$ cat src/rtl/alu_result_serializer.sv
// ALU output stage: latches one result or error code per valid/ready handshake
// and shifts a framed, CRC/parity-protected bit stream out on sout, MSB first.
module alu_result_serializer #(
  parameter int GAP_CYCLES = 0
) (
  input  logic        clk,
  input  logic        rst,
  input  logic        valid,
  output logic        ready,
  input  logic        is_err,
  input  logic [31:0] c,
  input  logic [3:0]  flags,
  input  logic [2:0]  err_flags,
  output logic        sout,
  output logic        done
);

  typedef enum logic [1:0] {IDLE, SEND, GAP} state_t;

  localparam int GW = (GAP_CYCLES > 1) ? $clog2(GAP_CYCLES) : 1;

  state_t        state, state_n;
  logic [54:0]   sreg, sreg_n;
  logic [5:0]    bits_left, bits_n;
  logic [GW-1:0] gap_cnt, gap_n;
  logic          sout_n, done_n;

  logic          last_bit, accept, parity;
  logic [2:0]    crc;
  logic [54:0]   frame;

  // Serial LFSR form of M(x)*x^3 mod (x^3+x+1), MSB of the message first.
  function automatic logic [2:0] crc3(input logic [36:0] m);
    logic [2:0] r;
    logic       fb;
    r = '0;
    for (int i = 36; i >= 0; i--) begin
      fb = m[i] ^ r[2];
      r  = {r[1], r[0] ^ fb, fb};
    end
    return r;
  endfunction

  assign crc    = crc3({c, 1'b0, flags});
  assign parity = ^{1'b1, err_flags, err_flags};

  // Error frames sit left-aligned so both frame kinds leave from bit 54.
  assign frame = is_err
    ? {2'b01, 1'b1, err_flags, err_flags, parity, 1'b1, 44'b0}
    : {2'b00, c[31:24], 1'b1,
       2'b00, c[23:16], 1'b1,
       2'b00, c[15:8],  1'b1,
       2'b00, c[7:0],   1'b1,
       2'b01, 1'b0, flags, crc, 1'b1};

  // The stop-bit cycle also accepts when no gap follows, so frames can abut.
  assign last_bit = (state == SEND) && (bits_left == 6'd0);
  assign ready    = (state == IDLE) || (last_bit && (GAP_CYCLES == 0));
  assign accept   = valid && ready;

  always_comb begin
    // NOTE: every signal gets a default first so no path infers a latch.
    state_n = state;
    sreg_n  = sreg;
    bits_n  = bits_left;
    gap_n   = gap_cnt;
    sout_n  = 1'b1;
    done_n  = 1'b0;
    case (state)
      IDLE: ;
      SEND: begin
        if (bits_left != 6'd0) begin
          sout_n = sreg[54];
          sreg_n = {sreg[53:0], 1'b0};
          bits_n = bits_left - 6'd1;
        end else if (GAP_CYCLES > 0) begin
          state_n = GAP;
          gap_n   = GW'(GAP_CYCLES - 1);
        end else begin
          state_n = IDLE;
          done_n  = 1'b1;
        end
      end
      GAP: begin
        if (gap_cnt == '0) begin
          state_n = IDLE;
          done_n  = 1'b1;
        end else begin
          gap_n = gap_cnt - 1'b1;
        end
      end
      default: state_n = IDLE;
    endcase
    if (accept) begin
      state_n = SEND;
      sout_n  = frame[54];
      sreg_n  = {frame[53:0], 1'b0};
      bits_n  = is_err ? 6'd10 : 6'd54;
    end
  end

  always_ff @(posedge clk) begin
    // NOTE: sequential state uses non-blocking assignments only.
    if (rst) begin
      state     <= IDLE;
      sreg      <= '0;
      bits_left <= '0;
      gap_cnt   <= '0;
      sout      <= 1'b1;
      done      <= 1'b0;
    end else begin
      state     <= state_n;
      sreg      <= sreg_n;
      bits_left <= bits_n;
      gap_cnt   <= gap_n;
      sout      <= sout_n;
      done      <= done_n;
    end
  end

endmodule

$ cat config.mk
export PLATFORM = sky130hd
export DESIGN_NAME = alu_result_serializer
export DESIGN_NICKNAME = d
export VERILOG_FILES = /design/src/rtl/alu_result_serializer.sv
export SDC_FILE = /design/constraint.sdc
export NUM_CORES = 1
export LEC_CHECK = 0
export CORE_ASPECT_RATIO = 0.9
export CORE_MARGIN = 4
export CORE_UTILIZATION = 30
export CTS_CLUSTER_SIZE = 10
export DETAILED_ROUTE_END_ITERATION = 6
export DONT_BUFFER_PORTS = 1
export PLACE_DENSITY = 0.51
export SLEW_MARGIN = 40
export SYNTH_ARGS = -nofsm -noshare
export SYNTH_HDL_FRONTEND = slang
export SYNTH_SLANG_ARGS = --single-unit
$ cat constraint.sdc
create_clock -name clk -period 4.7 [get_ports clk]
set_clock_uncertainty 0.15 [all_clocks]
set_input_delay 1.41 -clock clk [delete_from_list [all_inputs] [get_ports clk]]
set_output_delay 1.41 -clock clk [all_outputs]
set_load 0.01 [all_outputs]
Yosys cells after proc, flatten, opt, wreduce, memory -nomap -nowiden:

Cells that the tools add are included.

* register bits after elaboration: 65
* input port bits: 43
* output and inout bits: 3
* logic and storage cells: 119

* $add $sub $neg: 2
* equality and inequality tests: 7
* mux-type cells: 19
* bitwise operators: 71
* reduce and logical (&&, ||, !) cells: 13

Operator list (count)
* 55-bit 2-to-1 mux: 3
* 1-bit XOR: 70
* 54-bit 2-to-1 mux: 1
* 6-bit 2-to-1 mux: 4
* 1-bit 2-to-1 mux: 7
* 7-bit XOR reduction: 1
* 6-bit logical NOT: 1
* 2-bit != test (second input constant): 3
* 3-bit != test (second input constant): 2
* 2-bit one-hot mux with 3 select lines: 1
* 3-bit AND reduction: 2
* 6-bit nonzero test: 1
* 6-bit by 1-bit subtractor with 6-bit output (second input constant): 1
* 2-bit 2-to-1 mux: 2
* 2-bit nonzero test: 2
* 2-bit by 1-bit == test with 1-bit output (second input constant): 1
* 2-bit == test (second input constant): 1
* 1-bit logical AND: 2
* 2-bit logical NOT: 1
* 1-bit one-hot mux with 2 select lines: 1
* 2-bit AND reduction: 1
* 2-bit OR reduction: 1
* 1-bit logical OR: 1
* 1-bit inverter: 1
* 1-bit subtractor (second input constant): 1

Logic depth before layout (Yosys ltp):

Gate-level depths: netlist of the first run.

* depth after elaboration: 37
* depth in mapped cells: 11
* mapped depth without buffers: 8

Least setup slack after synthesis of the first run:

No wires, ideal clock.

* kind: input -> register
* start point: in c[27]
* end point: reg sreg[4]
* arrival: 3.037 ns
* required time: 4.464 ns
* path slack: 1.427 ns
* stages: 6
* buffers on the path: 0
* cells stage by stage: xnor3_2 > xnor3_2 > xnor2_1 > xnor3_1 > xnor2_1 > a221oi_2

* longest elaborated chain between the ends: 34

RTL lines
* start, declared: line 11 `input logic [31:0] c,`
* 1-bit XOR (*): line 38 `fb = m[i] ^ r[2];`
* 1-bit XOR: line 39 `r = {r[1], r[0] ^ fb, fb};`
* 1-bit XOR: line 38
* 1-bit XOR: line 39
* 1-bit XOR: line 38
* 1-bit XOR: line 39
* 1-bit XOR: line 38
* 1-bit XOR: line 39
* [18 not listed]
* 1-bit XOR: line 38
* 1-bit XOR: line 39
* 1-bit XOR: line 38
* 1-bit XOR: line 39
* 1-bit XOR: line 38
* 1-bit XOR (*): line 39
* 54-bit 2-to-1 mux (*): line 49 `? {2'b01, 1'b1, err_flags, err_flags, parity, 1'b1, 44'b0}`
* 55-bit 2-to-1 mux (*): line 94 `if (accept) begin`
* end signal, assigned: line 113 `sreg <= sreg_n;`
* end, declared: line 23 `logic [54:0] sreg, sreg_n;`

Mark *: on every way between the ends. The rest lies on a longest branch, timed or not.
A chain may end at the register's enable or synchronous reset.

Final worst setup path of the first run:

* start point: reg bits_left[2]
* end point: out ready

* longest elaborated chain between the ends: 3

RTL lines
* start, declared: line 24 `logic [5:0] bits_left, bits_n;`
* start signal, assigned: line 114 `bits_left <= bits_n;`
* 6-bit logical NOT: line 57 `assign last_bit = (state == SEND) && (bits_left == 6'd0);`
* 1-bit logical AND: line 57
* 1-bit logical OR: line 58 `assign ready = (state == IDLE) || (last_bit && (GAP_CYCLES == 0));`
* end, declared: line 9 `output logic ready,`

Every way passes these cells.

==> results of run 1 <==
-- layer usage --
layer | wire (um) | track usage [%] | part of all wire, %
met1 | 3670 | 19.1 | 45
met2 | 3890 | 21.2 | 48
met3 | 409 | 5.24 | 5.1
met4 | 94 | 4.53 | 1.2
met5 | 0 | 0 | 0
-- critical path: stages (launching register included) --
cell and delay (ns):
dfxtp_1 0.35, nor3_1 0.39, nand3b_1 0.19, and2_2 0.27, clkinv_1 0.09
-- cell families (layout without fill, tap and decap cells) --
logic type                 after synthesis  count (layout)
adders and majority gates                2               2
buffers and inverters                   33              23
muxes                                    6               6
DFF                                     63              63
and+or+nand+nor                        114             114
AOI/OAI and AO/OA                       81              81
xor gates and xnor gates                39              39
-- power by group --
group	leakage (nW)	internal, W	switching (W)	total (W)
Combinational	0.612	0.000187	0.000192	0.000379
Sequential	0.519	0.000592	0.0000333	0.000625
Clock	0.158	0.000492	0.000238	0.000730
Total	1.29	0.00127	0.000463	0.00173
-- metrics by stage --
stage	total power, W	cells
after detailed placement	0.00102	438
final	0.00173	454
after CTS	0.00175	454
after global placement	0.00101	438
after floorplan	0.000966	338
after global routing	0.00183	454
-- synthesized netlist by cell type (all sizes together) (2+ instances only) --
library cell	count	area share, %
xnor2	27	7.9
ha	2	0.81
inv	4	0.49
xor2	5	2.0
clkbuf	21	2.6
a21oi	16	2.6
nand3b	2	0.49
a221oi	30	9.0
o211ai	15	3.7
nor3	33	5.4
buf	8	1.3
o21ai	2	0.33
dfxtp	63	41
o21bai	2	0.49
mux2i	6	2.0
nor2	42	5.1
nand3	5	0.81
a311oi	2	0.57
a211oi	3	0.73
or3	2	0.41
nand2	26	3.2
xnor3	7	5.2
a22o	6	1.7
a31oi	2	0.41
-- cell type report --
type,count,area [um^2]
multi-input cells,242,1690
inverters,4,15.0
clock inverters,5,80.1
well taps,126,158
clock buffers,11,253
flip-flops and latches,63,1260
fillers,1011,6350
repair buffers,3,22.5
-- final timing paths --
kind	from	slack, ns	endpoint	depth (start not counted)
setup / recovery	bits_left[2]	1.52	ready	4
hold / removal	sreg[8]	0.29	sreg[9]	2
setup reg to reg	bits_left[2]	1.89	sreg[44]	8
hold reg to reg	sreg[8]	0.29	sreg[9]	2
-- flip-flops by register name, indices dropped and copies added, names as in the netlist --
name	cells
bits_left	6
done	1
sout	1
sreg	54
state	1
==> metrics, run 1 <==
Pwr Density=499 nW/um^2; number of remaining DRC errors=0; Final ANT Viol Nets=0; ratio of final minimum period to clock period=67.6%; Post-DP Area=3140 um^2; final core occ=35.4%; worst-path fanout max=6; final setup vio count=0; Design Area, Final=3470 um^2; Async SR Flop Fraction=0%; drt first pass iters=4; worst min path class=reg -> reg; post-detail-place hpwl=5.32 mm; die area=11900 um^2; vias=2424; cts repair resizes=0; pre-CTS setup slack=1.32 ns; Die Span Y=104 um; final RePlAce weighted congestion=0.752; post-synthesis sequential area ratio=41.0%; unrepaired setup endpoints after global routing=no; clock buffer depth=2; VDD IR-drop max=0.199 mV; setup_tns=0 ns; core area=9830 um^2; largest net degree at the start of global routing=60; clk slew on worst S/H paths=0.05 ns; compound-cell area share of the yosys netlist=20.3%; Num Clock Sinks=63; Max Transition Viols Final=0; synthesis-to-finish area growth=13.0%; Peak Freq=315 MHz; CTS Buf Count=9; final hold violations=0; IO Port Bufs=0; fraction of the mapped netlist area in adder cells=0.814%; Gate Count Post-Synth=338; multiplexer share of the synthesized area=1.95%; most common cell after layout, fill and taps aside=dfxtp_1; main combinational cell family by area after synthesis=compound AO/OA/AOI/OAI gates; antenna violations before repair=0; share of layout cells above drive strength 1=8.54%; first-pass GRT wire length=13.3 mm; critical path capture point type=output port; most frequent cells in the layout=dfxtp_1 (63), nor2_1 (41), nor3_1 (33), a221oi_1 (28); Ports=46; cts hold-fix bufs=0; gr usage total=14.3%; post-layout minimum cycle time=3.18 ns; synth unique cells=37; Hold WS=0.294 ns; vias in the first global route=2372; CP arrival=1.62 ns; clock latency on the worst-skew pair=0.33 ns; Post-Syn Area=3080 um^2; Worst Slack Setup Final=1.52 ns; worst slew pin tran=0.695 ns; CP Class=reg -> out; commonest register cell after synthesis=dfxtp_1; ant diodes=0; initial core utilization=31.3%; CTS tree=yes; fin nets=368; Via density=5.34; element type at the critical path start=flop; GRT Residual Overflow=0; Relative slew margins=53.6%; die width=115 um; xor/xnor cell area share of the yosys netlist=15.2%; Syn Area/Cell=9.10 um^2; DR WL/cell=17.8 um; Post-CTS Setup Bufs=0; Post-Synthesis Net Count=383; critical path required time=3.14 ns; Total Wirelength=8.06 mm; Synth Register Bits=63; Post-synth EDFFs=0; total of max-cap violations=0; Initial DRC Count=203; Clock Root Buffer=clkbuf_16; area share of and/or/nand/nor cells after synthesis=16.4%; Yosys warning count=0; row cnt=34; status=finished, final reports clean; H-Tree Depth=3; P_leak=1.29 nW
(Power assumes the default switching activity.)
==> run 2: changes to the inputs <==
Settings changed: PLACE_DENSITY 0.51 to 0.52.
Clock period 4.7 ns to 2.6 ns, I/O delays scaled along.
==> run 2 against run 1 <==
Against the previous run: utilization grew 0.39 points; largest power group unchanged; routed wire length grew 0.30%; critical path type unchanged; setup slack lost 1.5 ns; first-iteration DRC count shrank 29%; highest routed layer unchanged; cell area grew 1.1%; register-to-register slack lost 1.6 ns; via count grew 0.62%.
==> metrics, run 2 (same netlist as run 1, synthesis figures left out) <==
gr usage total=13.9%; most frequent cells in the layout=dfxtp_1 (62), nor2_1 (41), nor3_1 (33), a221oi_1 (28); final core occ=35.8%; Final ANT Viol Nets=0; GRT Residual Overflow=0; clk slew on worst S/H paths=0.05 ns; worst-path fanout max=9; P_leak=1.32 nW; H-Tree Depth=3; die width=115 um; unrepaired setup endpoints after global routing=no; IO Port Bufs=0; worst hold path stage count=2; share of layout cells above drive strength 1=9.91%; vias=2439; first-pass GRT wire length=12.8 mm; CP Class=reg -> out; fin nets=374; die area=11900 um^2; CP Launch Point=bits_left[2]; post-layout minimum cycle time=2.53 ns; clock latency on the worst-skew pair=0.33 ns; final setup vio count=0; status=finished, final reports clean; Peak Freq=395 MHz; worst-path cell chain=nor3_1 -> nand3b_1 -> and2_2 -> clkinv_1 -> buf_4; cts repair resizes=0; Critical R2R Capture=sreg[22]; vias in the first global route=2359; CP max stage delay=0.35 ns; clock buffer depth=2; final hold violations=0; Via density=5.31; Initial DRC Count=144; post-detail-place hpwl=5.50 mm; Total Wirelength=8.09 mm; Post-Layout Cell Count=459; Setup crit end=ready; initial core utilization=31.3%; Num Clock Sinks=63; Buf/Inv on CP=2; Regs by FF count=sreg: 54 flops, bits_left: 6 flops; Ports=46; r2r worst-path depth=8; cts hold-fix bufs=0; VDD IR-drop max=0.367 mV; CP arrival=1.60 ns; worst reg2reg path startpoint=bits_left[2]; CTS Buf Count=9; WP depth=5; slowest CP cell=dfxtp_1; synthesis-to-finish area growth=14.2%; worst min path class=reg -> reg; ant diodes=0; pre-CTS setup slack=0.00684 ns; largest net degree at the start of global routing=60; max reg flops=54; Pwr Density=886 nW/um^2; DR WL/cell=17.6 um; row cnt=34; Die Span Y=104 um; total of max-cap violations=0; placed instance count=444; critical path capture point type=output port; ratio of final minimum period to clock period=97.4%; Final Power=0.00311 W; element type at the critical path start=flop; Relative slew margins=74.8%; core area=9830 um^2; critical path required time=1.67 ns; Largest delay share family, worst path=simple AND/OR/NAND/NOR gates; drt first pass iters=4; number of remaining DRC errors=0; Worst Slack Setup Final=0.0666 ns; Post-CTS Setup Bufs=0; FF-to-FF setup slack=0.32 ns; Clock Root Buffer=clkbuf_16; final RePlAce weighted congestion=0.783; most common cell after layout, fill and taps aside=dfxtp_1; antenna violations before repair=0; Top reg by flops=sreg; Max Transition Viols Final=0; CTS tree=yes; setup_tns=0 ns; worst slew pin tran=0.377 ns
## run 2: changes by cell type in the layout (fill, tap and decap cells not counted)
cell	delta
clkbuf_1	+1
dfxtp_1	-1
clkinvlp_4	-2
buf_4	+5
dfxtp_2	+1
clkbuf_8	-1
clkinv_2	+1
buf_12	+1
## run 2: how the worst min path moves through the flow
stage / from / end / slack [ns]
final: sreg[9] / sreg[10] / 0.29
after global routing: sreg[9] / sreg[10] / 0.33
after global placement: sreg[48] / sreg[49] / 0.29
after floorplan: sreg[8] / sreg[9] / 0.28
after CTS: sreg[9] / sreg[10] / 0.30
after detailed placement: sreg[49] / sreg[50] / 0.29
## run 2: where the power goes
| group | internal (W) | switching (W) | leakage [nW] | total, W |
|---|---|---|---|---|
| registers | 0.00107 | 0.0000618 | 0.519 | 0.00113 |
| clock network | 0.000856 | 0.000419 | 0.155 | 0.00128 |
| logic | 0.000362 | 0.000346 | 0.644 | 0.000707 |
| total | 0.00229 | 0.000827 | 1.32 | 0.00311 |
## run 2: area by class of cell
class	instances	area, um^2
Fill cell	965	6310
Inverter	4	15.0
Timing Repair Buffer	9	80.1
Clock inverter	4	70.1
Clock buffer	11	243
Sequential cell	63	1260
Tap cell	126	158
Multi-Input combinational cell	242	1690
## run 2: stage by stage
step,hold slack [ns],area (um^2)
after detailed placement,0.291,3200
after global routing,0.325,3510
after floorplan,0.282,3080
after global placement,0.286,3200
final,0.293,3510
after CTS,0.298,3510
## run 2: per-layer routing
metal,wire length (um),vias up,GRT usage [%]
li1,-,1211,-
met1,3670,1163,18.3
met2,3780,58,20.6
met3,558,7,5.93
met4,88,0,4.19
met5,0,-,0
## run 2: tightest hold or removal path: stages (launching register included)
cell and delay [ns]:
dfxtp_1 0.31, nand2_1 0.05, a21oi_1 0.05
==> run 3: changes to the inputs <==
--- a/config.mk
+++ b/config.mk
@@ -14,2 +14,3 @@
 export PLACE_DENSITY = 0.52
+export REMOVE_ABC_BUFFERS = 1
 export SLEW_MARGIN = 40
--- a/constraint.sdc
+++ b/constraint.sdc
@@ -4,2 +4,2 @@
 set_output_delay 0.78 -clock clk [all_outputs]
-set_load 0.01 [all_outputs]
+set_load 0.1 [all_outputs]
==> run 3 against run 2 <==
Against the previous run: sequential share of layout area shrank 1.2 points; combinational power grew 11%; clock power grew 6%; utilization grew 1.1 points; hold slack is essentially flat; fmax grew 1.9%; setup slack gained 0.047 ns; sequential cell count is the same; first-iteration DRC count shrank 24%; routed wire length grew 1.2%; cell area grew 3.2%; global-route usage grew 0.11 points; critical path type unchanged; largest power group unchanged.
==> metrics, run 3 (same netlist as run 1, synthesis figures left out) <==
share of power burned in registers=34.5%; Largest delay share family, worst path=flip-flops; Top reg by flops=sreg; VDD IR-drop max=0.402 mV; vias=2492; clock share of power=41.5%; Relative slew margins=68.2%; Total Wirelength=8.19 mm; pre-CTS setup slack=-0.170 ns; initial core utilization=31.3%; final hold violations=0; drt first pass iters=4; clock latency on the worst-skew pair=0.33 ns; CTS Buf Count=9; final RePlAce weighted congestion=0.747; DR WL/cell=17.6 um; H-Tree Depth=3; final core occ=36.9%; r2r worst-path depth=8; Final ANT Viol Nets=0; CP arrival=1.56 ns; most common cell after layout, fill and taps aside=dfxtp_1; switching power=0.000890 W; max reg flops=54; synthesis-to-finish area growth=17.9%; Max Transition Viols Final=0; number of remaining DRC errors=0; CP Class=reg -> out; Worst Slack Setup Final=0.113 ns; clock buffer depth=2; IO Port Bufs=0; most frequent cells in the layout=dfxtp_1 (63), nor2_1 (41), nor3_1 (32), a221oi_1 (28); placed instance count=447; ratio of final minimum period to clock period=95.6%; worst min path class=reg -> reg; combinational power share=24.0%; P_leak=1.39 nW; worst hold path stage count=2; post-layout minimum cycle time=2.49 ns; Peak Freq=402 MHz; first-pass GRT wire length=13.2 mm; element type at the critical path start=flop; Num Clock Sinks=63; row cnt=34; worst slew pin tran=0.475 ns; CP max stage delay=0.38 ns; CP Launch Point=bits_left[0]; Final Power=0.00328 W; unrepaired setup endpoints after global routing=no; final setup vio count=0; critical path capture point type=output port; slowest CP cell=dfxtp_1; Ports=46; share of layout cells above drive strength 1=11.8%; hold path start=sreg[11]; Pwr Density=905 nW/um^2; antenna violations before repair=0; Buf/Inv on CP=3; status=finished, final reports clean; die area=11900 um^2; core area=9830 um^2; largest net degree at the start of global routing=60; vias in the first global route=2433; post-detail-place hpwl=5.38 mm; CTS tree=yes; clk slew on worst S/H paths=0.06 ns; ant diodes=0; Die Span Y=104 um; Regs by FF count=sreg: 54 flops, bits_left: 6 flops; setup_tns=0 ns; Via density=5.36; Initial DRC Count=110; fin nets=379; Clock Root Buffer=clkbuf_16; GRT Residual Overflow=0; total of max-cap violations=0; gr usage total=14.0%; Post-Layout Cell Count=465; die width=115 um; Int Pwr=0.00239 W; switching share of power=27.1%; worst-path cell chain=inv_1 -> ha_1 -> nand3b_1 -> and2_4 -> inv_4 -> buf_12; WP depth=6; worst reg2reg path startpoint=bits_left[0]; critical path required time=1.67 ns; worst-path fanout max=6
[run 3: cell count changes in the layout (fill, tap and decap cells not counted), sizes merged]
cell	delta
bufinv	+1
inv	+1
bufbuf	+1
buf	+3
[run 3: path summary, 6_finish.rpt]
check | endpoint | slack, ns
max reg2reg | bits_left[5] | 0.52
max | ready | 0.11
min reg2reg | sreg[12] | 0.29
min | sreg[12] | 0.29
[run 3: area by class of cell]
type / instances / area [um^2]
well taps: 126 / 158
fillers: 1009 / 6200
repair buffers: 14 / 160
multi-input cells: 242 / 1690
flip-flops and latches: 63 / 1260
inverters: 4 / 17.5
clock inverters: 6 / 109
clock buffers: 10 / 229
[run 3: through the flow]
stage / hold slack, ns / area [um^2]
2_1_floorplan: 0.276 / 2960
3_3_place_gp: 0.282 / 3220
3_5_place_dp: 0.289 / 3220
4_1_cts: 0.297 / 3600
5_1_grt: 0.312 / 3630
6_report: 0.293 / 3630
[run 3: layer usage]
| metal | track usage [%] | part of all wire, % |
|---|---|---|
| met4 | 3.27 | 0.82 |
| met1 | 18.9 | 46 |
| met3 | 6.11 | 8.4 |
| met2 | 20.6 | 45 |
| met5 | 0 | 0 |
[run 3: timing repair]
item	4_1_cts	5_1_grt
setup buffers	0	0
hold buffers	0	0
resized for setup	1	2
pin swaps	0	1
endpoints found under the hold margin	0	0
cloned	1	1
setup endpoints to repair	1	1
[run 3: worst register-to-register path: cells and delay by family (launching register included)]
kind	cells	cell delay (ns)
flops	1	0.34
compound gates	2	0.33
simple gates	3	0.73
buf+inv	2	0.29
fa+ha+maj	1	0.16
[run 3: power groups by stage]
stage / Combinational, W / Clock [W] / Sequential [W]
CTS: 0.000779 / 0.00140 / 0.00113
finish: 0.000787 / 0.00136 / 0.00113
global placement: 0.000745 / 0 / 0.00115
global route: 0.000863 / 0.00144 / 0.00114
floorplan: 0.000599 / 0 / 0.00115
detailed placement: 0.000756 / 0 / 0.00115
